$ cat config.mk
export PLATFORM = sky130hd
export DESIGN_NAME = icc_branch_unit_flat
export DESIGN_NICKNAME = d
export VERILOG_FILES = /design/src/rtl/icc_branch_unit_if.sv /design/src/rtl/icc_branch_unit.sv /design/src/flat_wrapper.sv
export SDC_FILE = /design/constraint.sdc
export NUM_CORES = 1
export LEC_CHECK = 0
export BUFFER_PORTS_ARGS = -buffer_cell sky130_fd_sc_hd__buf_2
export CAP_MARGIN = 20
export CORE_ASPECT_RATIO = 0.6
export CORE_MARGIN = 2
export CORE_UTILIZATION = 50
export DETAILED_ROUTE_END_ITERATION = 8
export PLACE_DENSITY_LB_ADDON = 0.15
export SLEW_MARGIN = 25
export SYNTH_ARGS = -nofsm -noshare
export SYNTH_HDL_FRONTEND = slang
export SYNTH_SLANG_ARGS = --single-unit
$ cat constraint.sdc
create_clock -name clk -period 2.8 [get_ports clk]
set_clock_uncertainty 0.05 [all_clocks]
set_input_delay 0.28 -clock clk [delete_from_list [all_inputs] [get_ports clk]]
set_output_delay 0.28 -clock clk [all_outputs]
set_load 0.02 [all_outputs]
$ cat src/rtl/icc_branch_unit_if.sv
`default_nettype none
// ============================================================================
// Module   : icc_branch_unit_if
// Brief    : Bicc branch request / delay-slot / PC-redirect bundle
// Revision : 1.0 - initial release
// ============================================================================
interface icc_branch_unit_if #(
  parameter int PC_W   = 32,
  parameter int DISP_W = 22
);
  logic              br_valid;
  logic              br_ready;
  logic [3:0]        br_cond;
  logic              br_annul;
  logic [DISP_W-1:0] br_disp;
  logic [PC_W-1:0]   br_pc;
  logic              ds_valid;
  logic              redirect;
  logic              taken;
  logic [PC_W-1:0]   target;
  logic              annul_ds;

  modport master (
    output br_valid, br_cond, br_annul, br_disp, br_pc, ds_valid,
    input  br_ready, redirect, taken, target, annul_ds
  );

  modport slave (
    input  br_valid, br_cond, br_annul, br_disp, br_pc, ds_valid,
    output br_ready, redirect, taken, target, annul_ds
  );
endinterface
`default_nettype wire

$ cat src/rtl/icc_branch_unit.sv
`default_nettype none
// ============================================================================
// Module   : icc_branch_unit
// Brief    : SPARC V8 icc holder, Bicc resolver and delay-slot sequencer
// Revision : 1.0 - initial release
// ============================================================================
module icc_branch_unit #(
  parameter int PC_W   = 32,
  parameter int DISP_W = 22
) (
  input  wire logic       clk,
  input  wire logic       reset_n,
  input  wire logic       alu_valid,
  input  wire logic [5:0] alu_op,
  input  wire logic       alu_n,
  input  wire logic       alu_z,
  input  wire logic       alu_v,
  input  wire logic       alu_c,
  input  wire logic       wr_icc_en,
  input  wire logic [3:0] wr_icc,
  output logic [3:0]      icc,
  output logic            cin_out,
  icc_branch_unit_if.slave bus
);

  localparam logic [1:0] c_IDLE  = 2'd0;
  localparam logic [1:0] c_EVAL  = 2'd1;
  localparam logic [1:0] c_DELAY = 2'd2;
  localparam logic [3:0] c_BA    = 4'h8;

  logic [1:0]        r_state;
  logic [3:0]        r_icc;
  logic [3:0]        r_cond;
  logic              r_annul;
  logic [DISP_W-1:0] r_disp;
  logic [PC_W-1:0]   r_pc;
  logic              r_taken;
  logic              r_redirect;
  logic [PC_W-1:0]   r_target;

  logic              w_n, w_z, w_v, w_c, w_lt;
  logic              w_cond_true;
  logic [PC_W-1:0]   w_target;

  assign {w_n, w_z, w_v, w_c} = r_icc;
  assign w_lt = w_n ^ w_v;

  always_comb begin
    w_cond_true = 1'b0;
    case (r_cond)
      4'h0: w_cond_true = 1'b0;
      4'h1: w_cond_true = w_z;
      4'h2: w_cond_true = w_z | w_lt;
      4'h3: w_cond_true = w_lt;
      4'h4: w_cond_true = w_c | w_z;
      4'h5: w_cond_true = w_c;
      4'h6: w_cond_true = w_n;
      4'h7: w_cond_true = w_v;
      4'h8: w_cond_true = 1'b1;
      4'h9: w_cond_true = ~w_z;
      4'hA: w_cond_true = ~(w_z | w_lt);
      4'hB: w_cond_true = ~w_lt;
      4'hC: w_cond_true = ~(w_c | w_z);
      4'hD: w_cond_true = ~w_c;
      4'hE: w_cond_true = ~w_n;
      4'hF: w_cond_true = ~w_v;
      default: w_cond_true = 1'b0;
    endcase
  end

  // Word displacement: sign-extend and scale by 4; wraps modulo 2^PC_W.
  assign w_target = r_pc + {{(PC_W-DISP_W-2){r_disp[DISP_W-1]}}, r_disp, 2'b00};

  always_ff @(posedge clk or negedge reset_n) begin
    if (!reset_n) begin
      r_state    <= c_IDLE;
      r_icc      <= 4'h0;
      r_cond     <= 4'h0;
      r_annul    <= 1'b0;
      r_disp     <= '0;
      r_pc       <= '0;
      r_taken    <= 1'b0;
      r_redirect <= 1'b0;
      r_target   <= '0;
    end else begin
      // Direct write has priority over the ALU flag update.
      if (wr_icc_en) begin
        r_icc <= wr_icc;
      end else if (alu_valid && (alu_op[5:4] == 2'b01)) begin
        r_icc <= {alu_n, alu_z, alu_v, alu_c};
      end

      r_redirect <= 1'b0;
      case (r_state)
        c_IDLE: begin
          if (bus.br_valid) begin
            r_cond  <= bus.br_cond;
            r_annul <= bus.br_annul;
            r_disp  <= bus.br_disp;
            r_pc    <= bus.br_pc;
            r_state <= c_EVAL;
          end
        end
        c_EVAL: begin
          r_taken    <= w_cond_true;
          r_target   <= w_target;
          r_redirect <= w_cond_true;
          r_state    <= c_DELAY;
        end
        c_DELAY: begin
          if (bus.ds_valid) begin
            r_state <= c_IDLE;
          end
        end
        default: r_state <= c_IDLE;
      endcase
    end
  end

  assign icc          = r_icc;
  assign cin_out      = r_icc[0];
  assign bus.br_ready = (r_state == c_IDLE);
  assign bus.redirect = r_redirect;
  assign bus.taken    = r_taken;
  assign bus.target   = r_target;
  assign bus.annul_ds = (r_state == c_DELAY) && r_annul &&
                        (!r_taken || (r_cond == c_BA));

endmodule
`default_nettype wire
$ cat src/flat_wrapper.sv
// flat-port wrapper written by rule: the top's interface ports become plain ports
module icc_branch_unit_flat 
#(
  parameter int PC_W   = 32,
  parameter int DISP_W = 22
)
  (clk, reset_n, alu_valid, alu_op, alu_n, alu_z, alu_v, alu_c, wr_icc_en, wr_icc, icc, cin_out, bus_br_valid, bus_br_cond, bus_br_annul, bus_br_disp, bus_br_pc, bus_ds_valid, bus_br_ready, bus_redirect, bus_taken, bus_target, bus_annul_ds);
  icc_branch_unit_if #(.PC_W(PC_W), .DISP_W(DISP_W)) bus_i ();
  input  wire logic clk;
  input  wire logic reset_n;
  input  wire logic alu_valid;
  input  wire logic [5:0] alu_op;
  input  wire logic alu_n;
  input  wire logic alu_z;
  input  wire logic alu_v;
  input  wire logic alu_c;
  input  wire logic wr_icc_en;
  input  wire logic [3:0] wr_icc;
  output logic [3:0] icc;
  output logic cin_out;
  input wire logic [$bits(bus_i.br_valid)-1:0] bus_br_valid;
  input wire logic [$bits(bus_i.br_cond)-1:0] bus_br_cond;
  input wire logic [$bits(bus_i.br_annul)-1:0] bus_br_annul;
  input wire logic [$bits(bus_i.br_disp)-1:0] bus_br_disp;
  input wire logic [$bits(bus_i.br_pc)-1:0] bus_br_pc;
  input wire logic [$bits(bus_i.ds_valid)-1:0] bus_ds_valid;
  output wire logic [$bits(bus_i.br_ready)-1:0] bus_br_ready;
  output wire logic [$bits(bus_i.redirect)-1:0] bus_redirect;
  output wire logic [$bits(bus_i.taken)-1:0] bus_taken;
  output wire logic [$bits(bus_i.target)-1:0] bus_target;
  output wire logic [$bits(bus_i.annul_ds)-1:0] bus_annul_ds;
  assign bus_i.br_valid = bus_br_valid;
  assign bus_i.br_cond = bus_br_cond;
  assign bus_i.br_annul = bus_br_annul;
  assign bus_i.br_disp = bus_br_disp;
  assign bus_i.br_pc = bus_br_pc;
  assign bus_i.ds_valid = bus_ds_valid;
  assign bus_br_ready = bus_i.br_ready;
  assign bus_redirect = bus_i.redirect;
  assign bus_taken = bus_i.taken;
  assign bus_target = bus_i.target;
  assign bus_annul_ds = bus_i.annul_ds;
  icc_branch_unit #(.PC_W(PC_W), .DISP_W(DISP_W)) u_core (.clk(clk), .reset_n(reset_n), .alu_valid(alu_valid), .alu_op(alu_op), .alu_n(alu_n), .alu_z(alu_z), .alu_v(alu_v), .alu_c(alu_c), .wr_icc_en(wr_icc_en), .wr_icc(wr_icc), .icc(icc), .cin_out(cin_out), .bus(bus_i));
endmodule
==> load_flow_metrics.sql <==
INSERT INTO impl_metrics (metric_group, metric, value, unit) VALUES
('die', 'chipWidth', '137', 'µm'),
('synth', 'synth_area', '0.00533', 'mm²'),
('cts', 'cts-buffers-inserted', '9', ''),
('setup_path', 'cp.arrival', '2910', 'ps'),
('global_routing', 'grt_overflow', '0', ''),
('setup_path', 'critPathRequiredTime', '3000', 'ps'),
('sta', 'final_cycle_utilization_of_the_critical_path', '96.8', '%'),
('setup_path', 'regToRegSetupSlack', '90', 'ps'),
('global_routing', 'gr-usage-all-layers', '21.9', '%'),
('routing', 'drt_iter0_markers', '289', ''),
('setup_path', 'endpoint_kind', 'flip-flop', ''),
('routing', 'route.detailed.wl_per_inst', '15.8', 'µm'),
('placement', 'dpl_worst_slack', '33.2', 'ps'),
('die', 'fp.coreArea', '0.0105', 'mm²'),
('routing', 'drt_wl_total', '12000', 'µm'),
('cts', 'clock_sinks', '99', ''),
('run', 'max_capacitance_violation_count', '0', ''),
('finish', 'multi_input_gate_area_in_the_final_layout', '0.00279', 'mm²'),
('synth', 'yosysSeqAreaShare', '46.5', '%'),
('power', 'clockPowerShare', '13.5', '%'),
('routing', 'antenna_left', '0', ''),
('synth', 'synth-seq-cells', '99', ''),
('finish', 'sequential_cell_area', '0.00248', 'mm²'),
('global_routing', 'grt_pass1_wl', '19900', 'µm'),
('routing', 'detail_route.vias_per_cell', '5.47', ''),
('cts', 'cts_root_buf', 'sky130_fd_sc_hd__clkbuf_16', ''),
('cts', 'clkLatencyLatePin', '340', 'ps'),
('global_routing', 'grt_start_max_net_pins', '64', ''),
('setup_path', 'crit-reg2reg-capture', 'u_core.bus.target[24]', ''),
('synth', 'netlist.area_leader.share', '46.5', '%'),
('placement', 'dp_hpwl', '8990', 'µm'),
('placement', 'numPortBuffers', '115', ''),
('finish', 'share_of_post_route_cells_with_drive_strength_above_1', '37.5', '%'),
('die', 'start_util', '50.8', '%'),
('sta', 'fmax', '369', 'MHz'),
('routing', 'route.detailed.drc', '0', ''),
('routing', 'vias', '4173', ''),
('die', 'die-area', '0.0115', 'mm²'),
('power', 'combPwrFrac', '60.4', '%'),
('power', 'power_density', '1510', 'mW/mm²'),
('sta', 'post-route-min-period', '2710', 'ps'),
('synth', 'synth_enable_flop_cells', '0', ''),
('sta', 'setup-violations-final', '0', ''),
('cts', 'cts_buffer_depth', '2', ''),
('power', 'power_switching', '4.28', 'mW'),
('setup_path', 'timing.setup.critical_path_class', 'flip-flop to flip-flop', ''),
('power', 'static_leakage', '3.10', 'nW'),
('synth', 'synthesis.nets', '605', ''),
('setup_path', 'crit_path_end', 'u_core.bus.target[24]', ''),
('die', 'io-pin-count', '120', ''),
('synth', 'synthesis.yosys.warnings', '0', ''),
('setup_path', 'cp-startpoint', 'u_core.r_pc[2]', ''),
('synth', 'async_reset_ff_share', '100', '%'),
('finish', 'n_fill_cell', '910', ''),
('setup_path', 'crit_fanout', '4', ''),
('synth', 'cell_taking_the_most_area_after_synthesis', 'sky130_fd_sc_hd__dfrtp_1', ''),
('die', 'row_count', '29', ''),
('finish', 'syn_to_final_growth', '22.9', '%'),
('power', 'ir_worst_vdd', '591', 'µV'),
('sta', 'finalHoldViolations', '0', ''),
('setup_path', 'rr_worst_depth', '12', ''),
('synth', 'ys_top_cells_by_area', 'sky130_fd_sc_hd__dfrtp_1, sky130_fd_sc_hd__mux2_2, sky130_fd_sc_hd__ha_1, sky130_fd_sc_hd__nand2_1, sky130_fd_sc_hd__o21ai_0', ''),
('setup_path', 'r2r-start', 'u_core.r_pc[2]', ''),
('sta', 'count_of_pins_over_their_slew_limit', '0', ''),
('sta', 'worst_slew_margin_rel', '57.8', '%'),
('cts', 'cts.htree.levels', '3', ''),
('global_routing', 'grt_antenna_before_repair', '0', ''),
('outcome', 'run_status', 'finished, final reports clean', ''),
('finish', 'layoutNonFillerInstCount', '763', ''),
('sta', 'grt_setup_unrepaired', 'true', ''),
('synth', 'post_synthesis_instance_total', '496', '');
==> synthesized netlist by cell type (2+ instances only) <==
cell type	count
sky130_fd_sc_hd__a211oi_1	6
sky130_fd_sc_hd__a21o_1	14
sky130_fd_sc_hd__a21o_2	3
sky130_fd_sc_hd__a21oi_1	22
sky130_fd_sc_hd__a31oi_1	9
sky130_fd_sc_hd__and2_1	2
sky130_fd_sc_hd__and3_1	3
sky130_fd_sc_hd__buf_2	2
sky130_fd_sc_hd__buf_4	2
sky130_fd_sc_hd__buf_6	2
sky130_fd_sc_hd__clkbuf_1	13
sky130_fd_sc_hd__dfrtp_1	99
sky130_fd_sc_hd__ha_1	29
sky130_fd_sc_hd__inv_1	10
sky130_fd_sc_hd__mux2_2	57
sky130_fd_sc_hd__mux2i_1	5
sky130_fd_sc_hd__nand2_1	60
sky130_fd_sc_hd__nand2b_1	7
sky130_fd_sc_hd__nand3_1	6
sky130_fd_sc_hd__nor2_1	26
sky130_fd_sc_hd__nor2b_1	4
sky130_fd_sc_hd__nor3_1	3
sky130_fd_sc_hd__nor3b_1	4
sky130_fd_sc_hd__nor4_1	2
sky130_fd_sc_hd__o2111ai_1	4
sky130_fd_sc_hd__o211ai_1	2
sky130_fd_sc_hd__o21a_1	6
sky130_fd_sc_hd__o21ai_0	34
sky130_fd_sc_hd__o21ai_1	2
sky130_fd_sc_hd__o21bai_1	2
sky130_fd_sc_hd__o311ai_0	3
sky130_fd_sc_hd__o31a_1	2
sky130_fd_sc_hd__o31ai_1	4
sky130_fd_sc_hd__o31ai_2	2
sky130_fd_sc_hd__or4b_1	2
sky130_fd_sc_hd__xnor2_1	13
sky130_fd_sc_hd__xor2_1	8
==> final cells by class <==
class / instances / share of cell area, %
clock buffer: 12 / 3.92
clock inverter: 4 / 1.11
multi-input combinational: 366 / 42.6
tap: 139 / 2.66
inverter: 10 / 0.573
timing repair buffer: 133 / 11.3
sequential: 99 / 37.8
==> sequential cells by signal (all words and copies together) (netlist names) <==
name,cells
u_core.r_disp,22
u_core.bus.target,32
u_core.r_pc,32
u_core.r_cond,4
u_core.icc,4
u_core.bus.taken,1
u_core.bus.redirect,1
u_core.r_state,2
u_core.r_annul,1
==> power groups by stage <==
stage	clock, mW	combinational, mW	sequential (mW)
2_1_floorplan	0	4.01	2.79
3_3_place_gp	0	5.53	2.57
3_5_place_dp	0	5.65	2.60
4_1_cts	1.38	5.74	2.58
5_1_grt	1.44	6.62	2.68
6_report	1.34	5.99	2.59
==> metal layers <==
layer,up-vias,global-route usage [%],share of wire [%]
met2,99,33.0,45
met1,2030,32.2,49
met3,8,5.22,5.1
met4,0,4.50,0.63
li1,2036,-,-
met5,-,0,0
==> logic make-up after synthesis <==
| logic type | after synthesis | synth area share (%) |
|---|---|---|
| flops | 99 | 46.5 |
| compound gates | 130 | 16.7 |
| fa+ha+maj | 30 | 7.18 |
| xor+xnor | 21 | 3.45 |
| mux | 62 | 13.0 |
| simple gates | 123 | 10.6 |
| buf+inv | 31 | 2.68 |
==> how the worst min path moves through the flow <==
stage,start,end,slack [ps],cells after the start
2_1_floorplan,reset_n,u_core.bus.redirect,-70,0
3_3_place_gp,reset_n,u_core.r_pc[1],280,1
3_5_place_dp,reset_n,u_core.r_pc[1],270,1
4_1_cts,bus_ds_valid,u_core.r_state[1],70,2
5_1_grt,bus_ds_valid,u_core.r_state[1],80,2
6_report,bus_ds_valid,u_core.r_state[1],80,2
==> repair_timing <==
action / 4_1_cts / 5_1_grt
hold endpoints to repair: 45 / 0
gates resized for setup: 1 / 16
pin swaps: 0 / 4
setup buffers: 0 / 3
endpoints found under the setup margin: 1 / 7
hold buffers: 1 / 0
==> per-stage QoR <==
stage | instance area (µm²) | total power [mW] | hold WS [ps] | TNS [ps] | util (%)
2_1_floorplan | 5330 | 6.80 | -65.6 | 0 | -
4_1_cts | 6460 | 9.70 | 72.0 | 0 | 61.6
6_report | 6550 | 9.92 | 82.0 | 0 | 62.5
5_1_grt | 6550 | 10.7 | 80.5 | -119 | 62.5
3_3_place_gp | 6110 | 8.09 | 281 | 0 | 58.3
3_5_place_dp | 6110 | 8.26 | 274 | 0 | 58.3
==> worst max-delay path: stages, from the launching register on <==
cell and delay (ps):
sky130_fd_sc_hd__dfrtp_1 380, sky130_fd_sc_hd__ha_2 190, sky130_fd_sc_hd__inv_2 60, sky130_fd_sc_hd__fa_2 220
sky130_fd_sc_hd__nor2b_2 50, sky130_fd_sc_hd__o31a_1 270, sky130_fd_sc_hd__o31a_1 330, sky130_fd_sc_hd__o2111ai_2 220
sky130_fd_sc_hd__a21boi_2 130, sky130_fd_sc_hd__buf_4 160, sky130_fd_sc_hd__o21a_1 170, sky130_fd_sc_hd__o21a_1 180
sky130_fd_sc_hd__o31ai_1 210
No activity file was read; power rests on OpenSTA's default activity.
